## src/rtl/wb_b3_burst_master.sv

```systemverilog
// Wishbone B3 burst initiator: one command becomes a classic single beat or an
// incrementing (linear / wrapped) registered-feedback burst of up to 16 beats.
module wb_b3_burst_master #(
   parameter int aw        = 32,
   parameter int dw        = 32,
   parameter int max_len_w = 5
) (
   input  logic                 wb_clk_i,
   input  logic                 wb_rst_n_i,
   input  logic                 cmd_valid_i,
   output logic                 cmd_ready_o,
   input  logic                 cmd_we_i,
   input  logic [aw-1:0]        cmd_adr_i,
   input  logic [max_len_w-1:0] cmd_len_i,
   input  logic [1:0]           cmd_bte_i,
   input  logic [3:0]           cmd_sel_i,
   input  logic [dw-1:0]        wdat_i,
   input  logic                 wdat_valid_i,
   output logic                 wdat_ready_o,
   output logic [dw-1:0]        rdat_o,
   output logic                 rdat_valid_o,
   output logic                 done_o,
   output logic                 err_o,
   output logic [aw-1:0]        wb_adr_o,
   output logic [dw-1:0]        wb_dat_o,
   output logic [3:0]           wb_sel_o,
   output logic                 wb_we_o,
   output logic                 wb_cyc_o,
   output logic                 wb_stb_o,
   output logic [2:0]           wb_cti_o,
   output logic [1:0]           wb_bte_o,
   input  logic [dw-1:0]        wb_dat_i,
   input  logic                 wb_ack_i,
   input  logic                 wb_err_i,
   input  logic                 wb_rty_i
);

   localparam logic [1:0] ST_IDLE = 2'd0;
   localparam logic [1:0] ST_XFER = 2'd1;
   localparam logic [1:0] ST_DONE = 2'd2;

   logic [1:0]    state_q, state_d;
   logic          we_q, we_d;
   logic [4:0]    len_q, len_d;
   logic [1:0]    bte_q, bte_d;
   logic [aw-1:0] adr_q, adr_d;
   logic [3:0]    sel_q, sel_d;
   logic [4:0]    cnt_q, cnt_d;
   logic [dw-1:0] rdat_q, rdat_d;
   logic          rdat_valid_q, rdat_valid_d;
   logic          done_q, done_d;
   logic          err_q, err_d;

   logic          in_xfer, stb, last_beat, beat_ok, abort;
   logic [4:0]    len_norm;
   logic [aw-3:0] word_idx, word_inc, word_nxt;
   logic [1:0]    unused_adr_lsb;

   assign unused_adr_lsb = cmd_adr_i[1:0];

   // Out-of-range lengths: 0 behaves as a single beat, anything above 16 is clamped.
   always_comb begin
      len_norm = 5'(cmd_len_i);
      if (cmd_len_i == '0)
         len_norm = 5'd1;
      else if (cmd_len_i > max_len_w'(16))
         len_norm = 5'd16;
   end

   assign in_xfer   = (state_q == ST_XFER);
   assign stb       = in_xfer & (we_q ? wdat_valid_i : 1'b1);
   assign last_beat = (cnt_q == len_q - 5'd1);
   assign beat_ok   = stb & wb_ack_i & ~wb_err_i & ~wb_rty_i;
   assign abort     = stb & (wb_err_i | wb_rty_i);

   // Wrapped bursts only advance the low word-index bits; upper bits stay put.
   assign word_idx = adr_q[aw-1:2];
   assign word_inc = word_idx + 1'b1;
   always_comb begin
      case (bte_q)
         2'b01:   word_nxt = {word_idx[aw-3:2], word_inc[1:0]};
         2'b10:   word_nxt = {word_idx[aw-3:3], word_inc[2:0]};
         2'b11:   word_nxt = {word_idx[aw-3:4], word_inc[3:0]};
         default: word_nxt = word_inc;
      endcase
   end

   always_comb begin
      state_d      = state_q;
      we_d         = we_q;
      len_d        = len_q;
      bte_d        = bte_q;
      adr_d        = adr_q;
      sel_d        = sel_q;
      cnt_d        = cnt_q;
      rdat_d       = rdat_q;
      rdat_valid_d = 1'b0;
      done_d       = 1'b0;
      err_d        = 1'b0;
      case (state_q)
         ST_IDLE: begin
            if (cmd_valid_i) begin
               state_d = ST_XFER;
               we_d    = cmd_we_i;
               len_d   = len_norm;
               bte_d   = cmd_bte_i;
               adr_d   = {cmd_adr_i[aw-1:2], 2'b00};
               sel_d   = (len_norm == 5'd1) ? cmd_sel_i : 4'hf;
               cnt_d   = 5'd0;
            end
         end
         ST_XFER: begin
            if (abort) begin
               state_d = ST_DONE;
               done_d  = 1'b1;
               err_d   = 1'b1;
            end else if (beat_ok) begin
               cnt_d = cnt_q + 5'd1;
               if (!we_q) begin
                  rdat_d       = wb_dat_i;
                  rdat_valid_d = 1'b1;
               end
               if (last_beat) begin
                  state_d = ST_DONE;
                  done_d  = 1'b1;
               end else begin
                  adr_d = {word_nxt, 2'b00};
               end
            end
         end
         ST_DONE: state_d = ST_IDLE;
         default: state_d = ST_IDLE;
      endcase
   end

   always_ff @(posedge wb_clk_i or negedge wb_rst_n_i) begin
      if (!wb_rst_n_i) begin
         state_q      <= ST_IDLE;
         we_q         <= 1'b0;
         len_q        <= 5'd1;
         bte_q        <= 2'b00;
         adr_q        <= '0;
         sel_q        <= 4'hf;
         cnt_q        <= 5'd0;
         rdat_q       <= '0;
         rdat_valid_q <= 1'b0;
         done_q       <= 1'b0;
         err_q        <= 1'b0;
      end else begin
         state_q      <= state_d;
         we_q         <= we_d;
         len_q        <= len_d;
         bte_q        <= bte_d;
         adr_q        <= adr_d;
         sel_q        <= sel_d;
         cnt_q        <= cnt_d;
         rdat_q       <= rdat_d;
         rdat_valid_q <= rdat_valid_d;
         done_q       <= done_d;
         err_q        <= err_d;
      end
   end

   assign cmd_ready_o  = (state_q == ST_IDLE);
   assign wdat_ready_o = beat_ok & we_q;
   assign rdat_o       = rdat_q;
   assign rdat_valid_o = rdat_valid_q;
   assign done_o       = done_q;
   assign err_o        = err_q;
   assign wb_adr_o     = adr_q;
   assign wb_dat_o     = wdat_i;
   assign wb_sel_o     = sel_q;
   assign wb_we_o      = we_q & in_xfer;
   assign wb_cyc_o     = in_xfer;
   assign wb_stb_o     = stb;
   assign wb_bte_o     = bte_q;
   assign wb_cti_o     = !in_xfer          ? 3'b000 :
                         (len_q == 5'd1)   ? 3'b000 :
                         last_beat         ? 3'b111 : 3'b010;

endmodule

```

## config.mk

```make
export PLATFORM = sky130hd
export DESIGN_NAME = wb_b3_burst_master
export DESIGN_NICKNAME = d
export VERILOG_FILES = /design/src/rtl/wb_b3_burst_master.sv
export SDC_FILE = /design/constraint.sdc
export NUM_CORES = 1
export LEC_CHECK = 0
export BUFFER_PORTS_ARGS = -buffer_cell sky130_fd_sc_hd__buf_2
export CAP_MARGIN = 25
export CORE_MARGIN = 3
export CORE_UTILIZATION = 25
export DETAILED_ROUTE_END_ITERATION = 16
export PLACE_DENSITY = 0.6
export SLEW_MARGIN = 5
export SYNTH_ARGS = -nofsm -noshare
export SYNTH_HDL_FRONTEND = slang
export SYNTH_SLANG_ARGS = --single-unit
```

## constraint.sdc

```tcl
create_clock -name wb_clk_i -period 3.4 [get_ports wb_clk_i]
set_input_delay 0.85 -clock wb_clk_i [delete_from_list [all_inputs] [get_ports wb_clk_i]]
set_output_delay 0.85 -clock wb_clk_i [all_outputs]
set_load 0.05 [all_outputs]
```

==> flow_summary.json, run 1 <==
{
  "synth.area.top_cells": "dfrtp_1 43%, mux2_2 7.9%, buf_4 5.9%",
  "fin_hold_ws_ns": 0.498,
  "die_area_sq_um": 19900,
  "cts-root-buf": "clkbuf_16",
  "worstPathMaxFanout": 5,
  "n_fill_cell": 1815,
  "synth-async-reset-ratio": 1.00,
  "die_h_um": 141,
  "critPathLaunchType": "flop",
  "port_buffers": 159,
  "ant_nets": 0,
  "syn_area_per_cell_sq_um": 9.95,
  "drc": 0,
  "p_leak_nw": 2.59,
  "drv_slew": 0,
  "via_per_inst": 4.83,
  "cts_setup_buffers": 0,
  "max_freq_mhz": 306,
  "hold_buffers": 0,
  "required_ns": 2.55,
  "synth_top_area_share": 0.434,
  "clk_pin_slew_ns": 0.06,
  "reg2regPathDepth": 8,
  "ys_ff_latch": 84,
  "path_cells": "inv_1 -> ha_1 -> nor2b_1 -> nor3_1 -> o311ai_2 -> nor3_4 -> buf_2",
  "place_hpwl_um": 10000,
  "power_density_nw_per_um2": 1140,
  "io-pin-count": 228,
  "maxCapViolCount": 0,
  "outcome": "complete, no violations",
  "power_mw": 6.48,
  "finalHoldViolations": 0,
  "ys_types": 59,
  "synth_edf_count": 0,
  "cp-end-kind": "primary output",
  "post_drt_wl_per_cell_um": 16.8,
  "firstDrtPassIters": 5,
  "ir_drop_v": 0.000503,
  "worst_pin_slew_ns": 0.680,
  "min_from": "rdat_o[9]",
  "antenna_found_initial": 0,
  "rsz0062_at_grt": "no",
  "yosysSeqAreaShare": 0.462,
  "setup_viol": 0,
  "clk_latency_ns": 0.34,
  "cts_sinks": 84,
  "syn2layout_area_growth_pct": 25.0,
  "core_sq_um": 17600,
  "numCtsBuffers": 9,
  "tns_ns": 0,
  "r2r_slack_ns": 0.54,
  "cp_data_arrival_time_ns": 2.42,
  "grt_pass1_wl_um": 21600,
  "crit_path_max_incr_delay_ns": 0.58,
  "rows": 48,
  "start_util": 0.259,
  "path_delay_family": "simple AND/OR/NAND/NOR gates",
  "finalCritPeriodShare": 0.962,
  "min_period_ns": 3.27,
  "drive_gt1_frac": 0.405,
  "skew_ns": 0.00867,
  "relSlewSlack": 0.547,
  "synth_ff_type": "dfrtp_1",
  "drt_iter0_drc": 172,
  "worstSetupPathType": "flop to primary output",
  "r2r_end": "wb_adr_o[16]",
  "seqCellArea_sq_um": 2110,
  "final_cell_mix": "158 x buf_2, 79 x dfrtp_1, 52 x nand2_1, 38 x nor2_1, 32 x mux2_2",
  "syn_area_sq_um": 4560,
  "cp_slowest_cell": "dfstp_2",
  "min_to": "rdat_o[9]",
  "cts_tree": "yes",
  "grt_pass1_vias": 3961,
  "synthCells": 458,
  "gp_congestion": 0.772,
  "via_count": 3919,
  "worst_hold_path_type": "flop to flop",
  "path_buf_inv": 2,
  "dieWidth_um": 141,
  "yosysWarnings": 0,
  "fin_nets": 701,
  "cts_max_path_buffers": 2,
  "min_path_cells": 1,
  "routed_wl_um": 13700,
  "gr-total-overflow": 0,
  "r2r-start": "len_q[0]",
  "post-route-util": 0.324,
  "insertedDiodeCount": 0,
  "layout_commonest_cell": "buf_2",
  "yosysTopAreaCell": "dfrtp_1",
  "htreeDepth": 3,
  "grt.total_usage": 0.137,
  "grt_max_degree": 51,
  "multiInputGateArea_sq_um": 2090
}
## flip-flops by register name, indices dropped and copies added (netlist names), 2 cells and up
name,cells
cnt_q,5
len_q,5
rdat_o,32
state_q,2
wb_adr_o,30
wb_bte_o,2
wb_sel_o,4
## repair_timing
action,CTS,global route
hold endpoints to repair,0,0
setup endpoints to repair,1,0
gates resized for setup,1,0
## worst max path at each step
| stage | from | to | slack, ns | depth (start not counted) |
|---|---|---|---|---|
| floorplan | len_q[0] | wb_cti_o[2] | 0.17 | 7 |
| global placement | len_q[0] | wb_cti_o[2] | 0.43 | 7 |
| detailed placement | len_q[0] | wb_cti_o[2] | 0.37 | 7 |
| CTS | len_q[0] | wb_cti_o[2] | 0.09 | 7 |
| global route | len_q[0] | wb_cti_o[2] | 0.0006 | 7 |
| finish | len_q[0] | wb_cti_o[2] | 0.13 | 7 |
## final cells by class
type / instances / share of cell area
Tap cell: 225 / 0.0494
Multi-Input combinational cell: 311 / 0.367
Clock inverter: 4 / 0.00834
Sequential cell: 84 / 0.370
Timing Repair Buffer: 170 / 0.157
Clock buffer: 12 / 0.0450
Inverter: 6 / 0.00395
## through the flow
step / cell area, sq um / cells / setup WS [ns]
detailed placement: 5390 / 796 / 0.370
finish: 5700 / 812 / 0.130
global route: 5700 / 812 / 0.000554
CTS: 5700 / 812 / 0.0902
global placement: 5390 / 796 / 0.427
floorplan: 4570 / 459 / 0.169
## kinds of logic (layout without fill, tap and decap cells)
kind of cell,Yosys count,count (layout),synth area share
AOI/OAI and AO/OA,93,93,0.152
xor gates and xnor gates,8,8,0.0154
adders and majority gates,4,4,0.0110
buffers and inverters,64,192,0.0851
DFF,84,84,0.462
muxes,34,34,0.0834
other,1,2,0.000822
and+or+nand+nor,170,170,0.190
## power breakdown
group | internal (mW) | switching [mW]
clock network | 0.608 | 0.408
registers | 1.44 | 0.389
logic | 0.995 | 2.64
## metal layers
layer	GRT usage	share of wire	vias to the layer above
met3	0.0312	0.061	25
met2	0.222	0.48	129
met1	0.180	0.44	1883
met4	0.0505	0.019	0
met5	0	0	-
li1	-	-	1882
## cells in the mapped netlist (all sizes together) (3+ instances only)
library cell	number
nand2b	3
a31o	3
ha	4
clkbuf	16
nor2b	3
o21a	5
and3	5
a311oi	11
xnor2	3
o22a	10
inv	6
nand3b	4
a21oi	13
nor3b	3
or2	3
o21ai	15
nor3	15
mux2	32
nand4	9
nand2	52
dfrtp	79
a31oi	6
dfstp	5
nor2	39
nor4	7
nand3	13
o22ai	7
o41ai	3
buf	42
xor2	5
or3	8
a211oi	4
Note: power is estimated with default switching activity, not from simulation.
==> run 2: changes to the inputs <==
==> constraint.sdc (replaced) <==
create_clock -name wb_clk_i -period 4.1 [get_ports wb_clk_i]
set_input_delay 1.025 -clock wb_clk_i [delete_from_list [all_inputs] [get_ports wb_clk_i]]
set_output_delay 1.025 -clock wb_clk_i [all_outputs]
set_load 0.05 [all_outputs]
==> flow_summary.json, run 2 (synthesis gave the netlist of run 1 again) <==
{
  "critPathLaunchType": "flop",
  "rows": 48,
  "numCtsBuffers": 9,
  "worstSetupPathType": "flop to primary output",
  "drv_slew": 0,
  "p_leak_nw": 2.58,
  "worst_slack_ns": 0.459,
  "clk_pin_slew_ns": 0.06,
  "grt_max_degree": 75,
  "cts_max_path_buffers": 2,
  "grt_pass1_vias": 3955,
  "relSlewSlack": 0.527,
  "drt_iter0_drc": 196,
  "port_buffers": 159,
  "grt_pass1_wl_um": 21200,
  "outcome": "complete, no violations",
  "drc": 0,
  "path_cells": "inv_1 -> ha_1 -> xnor2_1 -> a211oi_1 -> o311ai_2 -> nor3_2 -> buf_2",
  "power_density_nw_per_um2": 938,
  "required_ns": 3.07,
  "die_area_sq_um": 19900,
  "setup_viol": 0,
  "gr-total-overflow": 0,
  "die_h_um": 141,
  "cts_setup_buffers": 0,
  "rsz0062_at_grt": "no",
  "switching_power_mw": 2.83,
  "cp_data_arrival_time_ns": 2.62,
  "tns_ns": 0,
  "fin_nets": 700,
  "worst_pin_slew_ns": 0.708,
  "post-route-util": 0.322,
  "clk_latency_ns": 0.34,
  "gp_congestion": 0.763,
  "htreeDepth": 3,
  "maxCapViolCount": 0,
  "finalCritPeriodShare": 0.888,
  "post-place-ws_ns": 0.782,
  "cts_resized": 0,
  "min_period_ns": 3.64,
  "cts_sinks": 84,
  "insertedDiodeCount": 0,
  "largest_reg_flops": 32,
  "p_seq_frac": 0.286,
  "core_sq_um": 17600,
  "cts_tree": "yes",
  "via_per_inst": 4.83,
  "p_clk_frac": 0.151,
  "ir_drop_v": 0.000420,
  "io-pin-count": 228,
  "hold_buffers": 0,
  "worstPathMaxFanout": 6,
  "cp_slowest_cell": "dfstp_2",
  "layout_commonest_cell": "buf_2",
  "cts-root-buf": "clkbuf_16",
  "ant_nets": 0,
  "drive_gt1_frac": 0.403,
  "final_cell_mix": "158 x buf_2, 79 x dfrtp_1, 52 x nand2_1, 38 x nor2_1, 32 x mux2_2",
  "max_freq_mhz": 275,
  "dieWidth_um": 141,
  "start_util": 0.259,
  "pwr-share-comb": 0.563,
  "crit_path_max_incr_delay_ns": 0.57,
  "via_count": 3920,
  "antenna_found_initial": 0,
  "n_fill_cell": 1839,
  "finalHoldViolations": 0,
  "cp-end-kind": "primary output",
  "place_hpwl_um": 9820,
  "syn2layout_area_growth_pct": 24.3,
  "routed_wl_um": 13600,
  "worst_hold_path_type": "flop to flop",
  "p_int_mw": 2.49,
  "post_drt_wl_per_cell_um": 16.8,
  "grt.total_usage": 0.137,
  "switching_share": 0.532,
  "skew_ns": 0.0102,
  "firstDrtPassIters": 4
}
==> run 2: cell count changes in the layout (fill, tap and decap cells not counted), sizes merged <==
cell,before,now
clkbuf,12,10
clkinv,2,5
clkinvlp,1,0
buf,170,169
==> run 2: final timing paths <==
check | startpoint | endpoint | slack (ns) | depth (start not counted)
setup / recovery | len_q[0] | wb_cti_o[2] | 0.46 | 7
hold / removal | rdat_o[10] | rdat_o[10] | 0.50 | 1
hold reg to reg | rdat_o[10] | rdat_o[10] | 0.50 | 1
setup reg to reg | len_q[0] | wb_adr_o[16] | 1.23 | 8
min in group asynchronous | wb_rst_n_i | wb_adr_o[11] | 0.56 | 1
max in group asynchronous | wb_rst_n_i | wb_sel_o[0] | 2.67 | 3
==> run 2: critical path: cells and delay by family, from the launching register on <==
kind	cells	cell delay, ns
AO/OA/AOI/OAI	2	0.68
XOR/XNOR	1	0.13
adder cells (fa/ha/maj)	1	0.29
buffers and inverters	2	0.34
flip-flops	1	0.57
AND/OR/NAND/NOR	1	0.25
==> run 2: power groups by stage <==
stage                     Sequential, mW  Combinational, mW  Clock (mW)
after floorplan                     2.59               1.27           0
after global placement              1.52               3.00           0
after detailed placement            1.54               3.02           0
after CTS                           1.52               3.02       0.832
after global routing                1.58               3.21       0.870
final                               1.52               2.99       0.800
==> run 2: metrics by stage <==
step                      std cells  total power, mW  area (sq um)  hold WS, ns
after floorplan                 459             3.85          4570        0.481
after global placement          794             4.52          5360        0.483
after detailed placement        794             4.55          5360        0.491
after CTS                       810             5.38          5640        0.505
after global routing            811             5.66          5670        0.517
final                           811             5.32          5670        0.499
==> run 2: cell type report <==
class                      count  area [sq um]  area share
inverter                       6          22.5     0.00397
multi-input combinational    311          2080       0.367
clock buffer                  10           229      0.0404
sequential                    84          2110       0.372
tap                          225           282      0.0497
clock inverter                 6          55.1     0.00971
timing repair buffer         169           893       0.158
==> run 2: per-layer routing <==
metal  GRT usage  share of wire  up-vias
li1            -              -     1887
met1       0.182           0.45     1883
met2       0.218           0.48      125
met3      0.0319          0.053       25
met4      0.0469          0.018        0
met5           0              0        -
==> run 3: changes to the inputs <==
--- a/config.mk
+++ b/config.mk
@@ -11,6 +11,7 @@
 export CORE_UTILIZATION = 25
 export DETAILED_ROUTE_END_ITERATION = 16
 export PLACE_DENSITY = 0.6
+export REMOVE_ABC_BUFFERS = 1
 export SLEW_MARGIN = 5
 export SYNTH_ARGS = -nofsm -noshare
 export SYNTH_HDL_FRONTEND = slang
==> flow_summary.json, run 3 (synthesis gave the netlist of run 1 again) <==
{
  "port_buffers": 159,
  "required_ns": 3.07,
  "critPathLaunchType": "flop",
  "p_leak_nw": 2.58,
  "relSlewSlack": 0.487,
  "drt_iter0_drc": 248,
  "via_per_inst": 4.97,
  "fin_nets": 700,
  "cts_max_path_buffers": 2,
  "finalHoldViolations": 0,
  "grt.total_usage": 0.162,
  "worst_pin_slew_ns": 0.770,
  "cp_data_arrival_time_ns": 2.58,
  "clk_pin_slew_ns": 0.07,
  "die_area_sq_um": 19900,
  "worstPathMaxFanout": 6,
  "finalCritPeriodShare": 0.880,
  "maxCapViolCount": 0,
  "io-pin-count": 228,
  "hold_buffers": 0,
  "worstSetupPathType": "flop to primary output",
  "final_cell_mix": "158 x buf_2, 79 x dfrtp_1, 52 x nand2_1, 38 x nor2_1, 32 x mux2_2",
  "grt_max_degree": 56,
  "cts_tree": "yes",
  "rsz0062_at_grt": "no",
  "setup_viol": 0,
  "largest_reg_flops": 32,
  "drive_gt1_frac": 0.403,
  "skew_ns": 0.00970,
  "clk_latency_ns": 0.35,
  "syn2layout_area_growth_pct": 24.6,
  "htreeDepth": 3,
  "drc": 0,
  "gp_congestion": 0.768,
  "start_util": 0.259,
  "grt_pass1_wl_um": 24600,
  "post_drt_wl_per_cell_um": 19.5,
  "routed_wl_um": 15800,
  "post-route-util": 0.323,
  "dieWidth_um": 141,
  "drv_slew": 0,
  "min_period_ns": 3.61,
  "ir_drop_v": 0.000421,
  "core_sq_um": 17600,
  "cp-end-kind": "primary output",
  "power_density_nw_per_um2": 955,
  "place_hpwl_um": 11800,
  "gr-total-overflow": 0,
  "antenna_found_initial": 3,
  "numCtsBuffers": 9,
  "fin_hold_ws_ns": 0.503,
  "firstDrtPassIters": 4,
  "cts_setup_buffers": 0,
  "layout_commonest_cell": "buf_2",
  "outcome": "complete, no violations",
  "cts-root-buf": "clkbuf_16",
  "ant_nets": 0,
  "via_count": 4027,
  "grt_pass1_vias": 4174,
  "power_mw": 5.43,
  "max_freq_mhz": 277,
  "cts_resized": 0,
  "die_h_um": 141,
  "insertedDiodeCount": 0,
  "rows": 48,
  "cts_sinks": 84,
  "worst_hold_path_type": "flop to flop"
}
## run 3: per-stage QoR
step / area, sq um / worst slack (ns) / cells / TNS [ns]
after floorplan: 4200 / -0.575 / 401 / -7.21
after global placement: 5360 / 0.849 / 795 / 0
after detailed placement: 5360 / 0.824 / 795 / 0
after CTS: 5680 / 0.449 / 811 / 0
after global routing: 5680 / 0.251 / 811 / 0
final: 5680 / 0.490 / 811 / 0
## run 3: area by class of cell
| type | instances | area [sq um] |
|---|---|---|
| timing repair buffer | 169 | 873 |
| tap | 225 | 282 |
| clock inverter | 4 | 55.1 |
| inverter | 6 | 22.5 |
| sequential | 84 | 2110 |
| clock buffer | 12 | 267 |
| fill | 1873 | 11900 |
| multi-input combinational | 311 | 2070 |
## run 3: worst paths after layout
| kind | from | endpoint | slack, ns | depth (start not counted) |
|---|---|---|---|---|
| max | len_q[0] | wb_cti_o[2] | 0.49 | 7 |
| min | rdat_o[14] | rdat_o[14] | 0.50 | 1 |
| max reg2reg | len_q[0] | wb_adr_o[19] | 1.25 | 8 |
| min reg2reg | rdat_o[14] | rdat_o[14] | 0.50 | 1 |
| max in group asynchronous | wb_rst_n_i | wb_adr_o[17] | 2.60 | 2 |
| min in group asynchronous | wb_rst_n_i | wb_adr_o[25] | 0.75 | 1 |
## run 3: critical path, cell delays in order, from the launching register on
cell	delay [ns]
dfstp_2	0.58
inv_1	0.05
ha_1	0.29
xnor2_1	0.12
a211oi_1	0.34
o311ai_2	0.27
nor3_1	0.28
buf_2	0.31
## run 3: where the power goes
group | switching [mW] | internal (mW) | total (mW) | leakage, nW
clock | 0.358 | 0.526 | 0.884 | 0.155
sequential | 0.347 | 1.20 | 1.54 | 1.02
combinational | 2.18 | 0.823 | 3.00 | 1.41
total | 2.88 | 2.55 | 5.43 | 2.58
## run 3: layer usage
metal	share of wire	vias up	track usage	routed length (um)
met5	0.0070	-	0.0376	111
met4	0.0082	8	0.0408	129
met3	0.10	16	0.0763	1600
met2	0.44	151	0.237	7030
met1	0.44	1971	0.212	6960
li1	-	1881	-	-
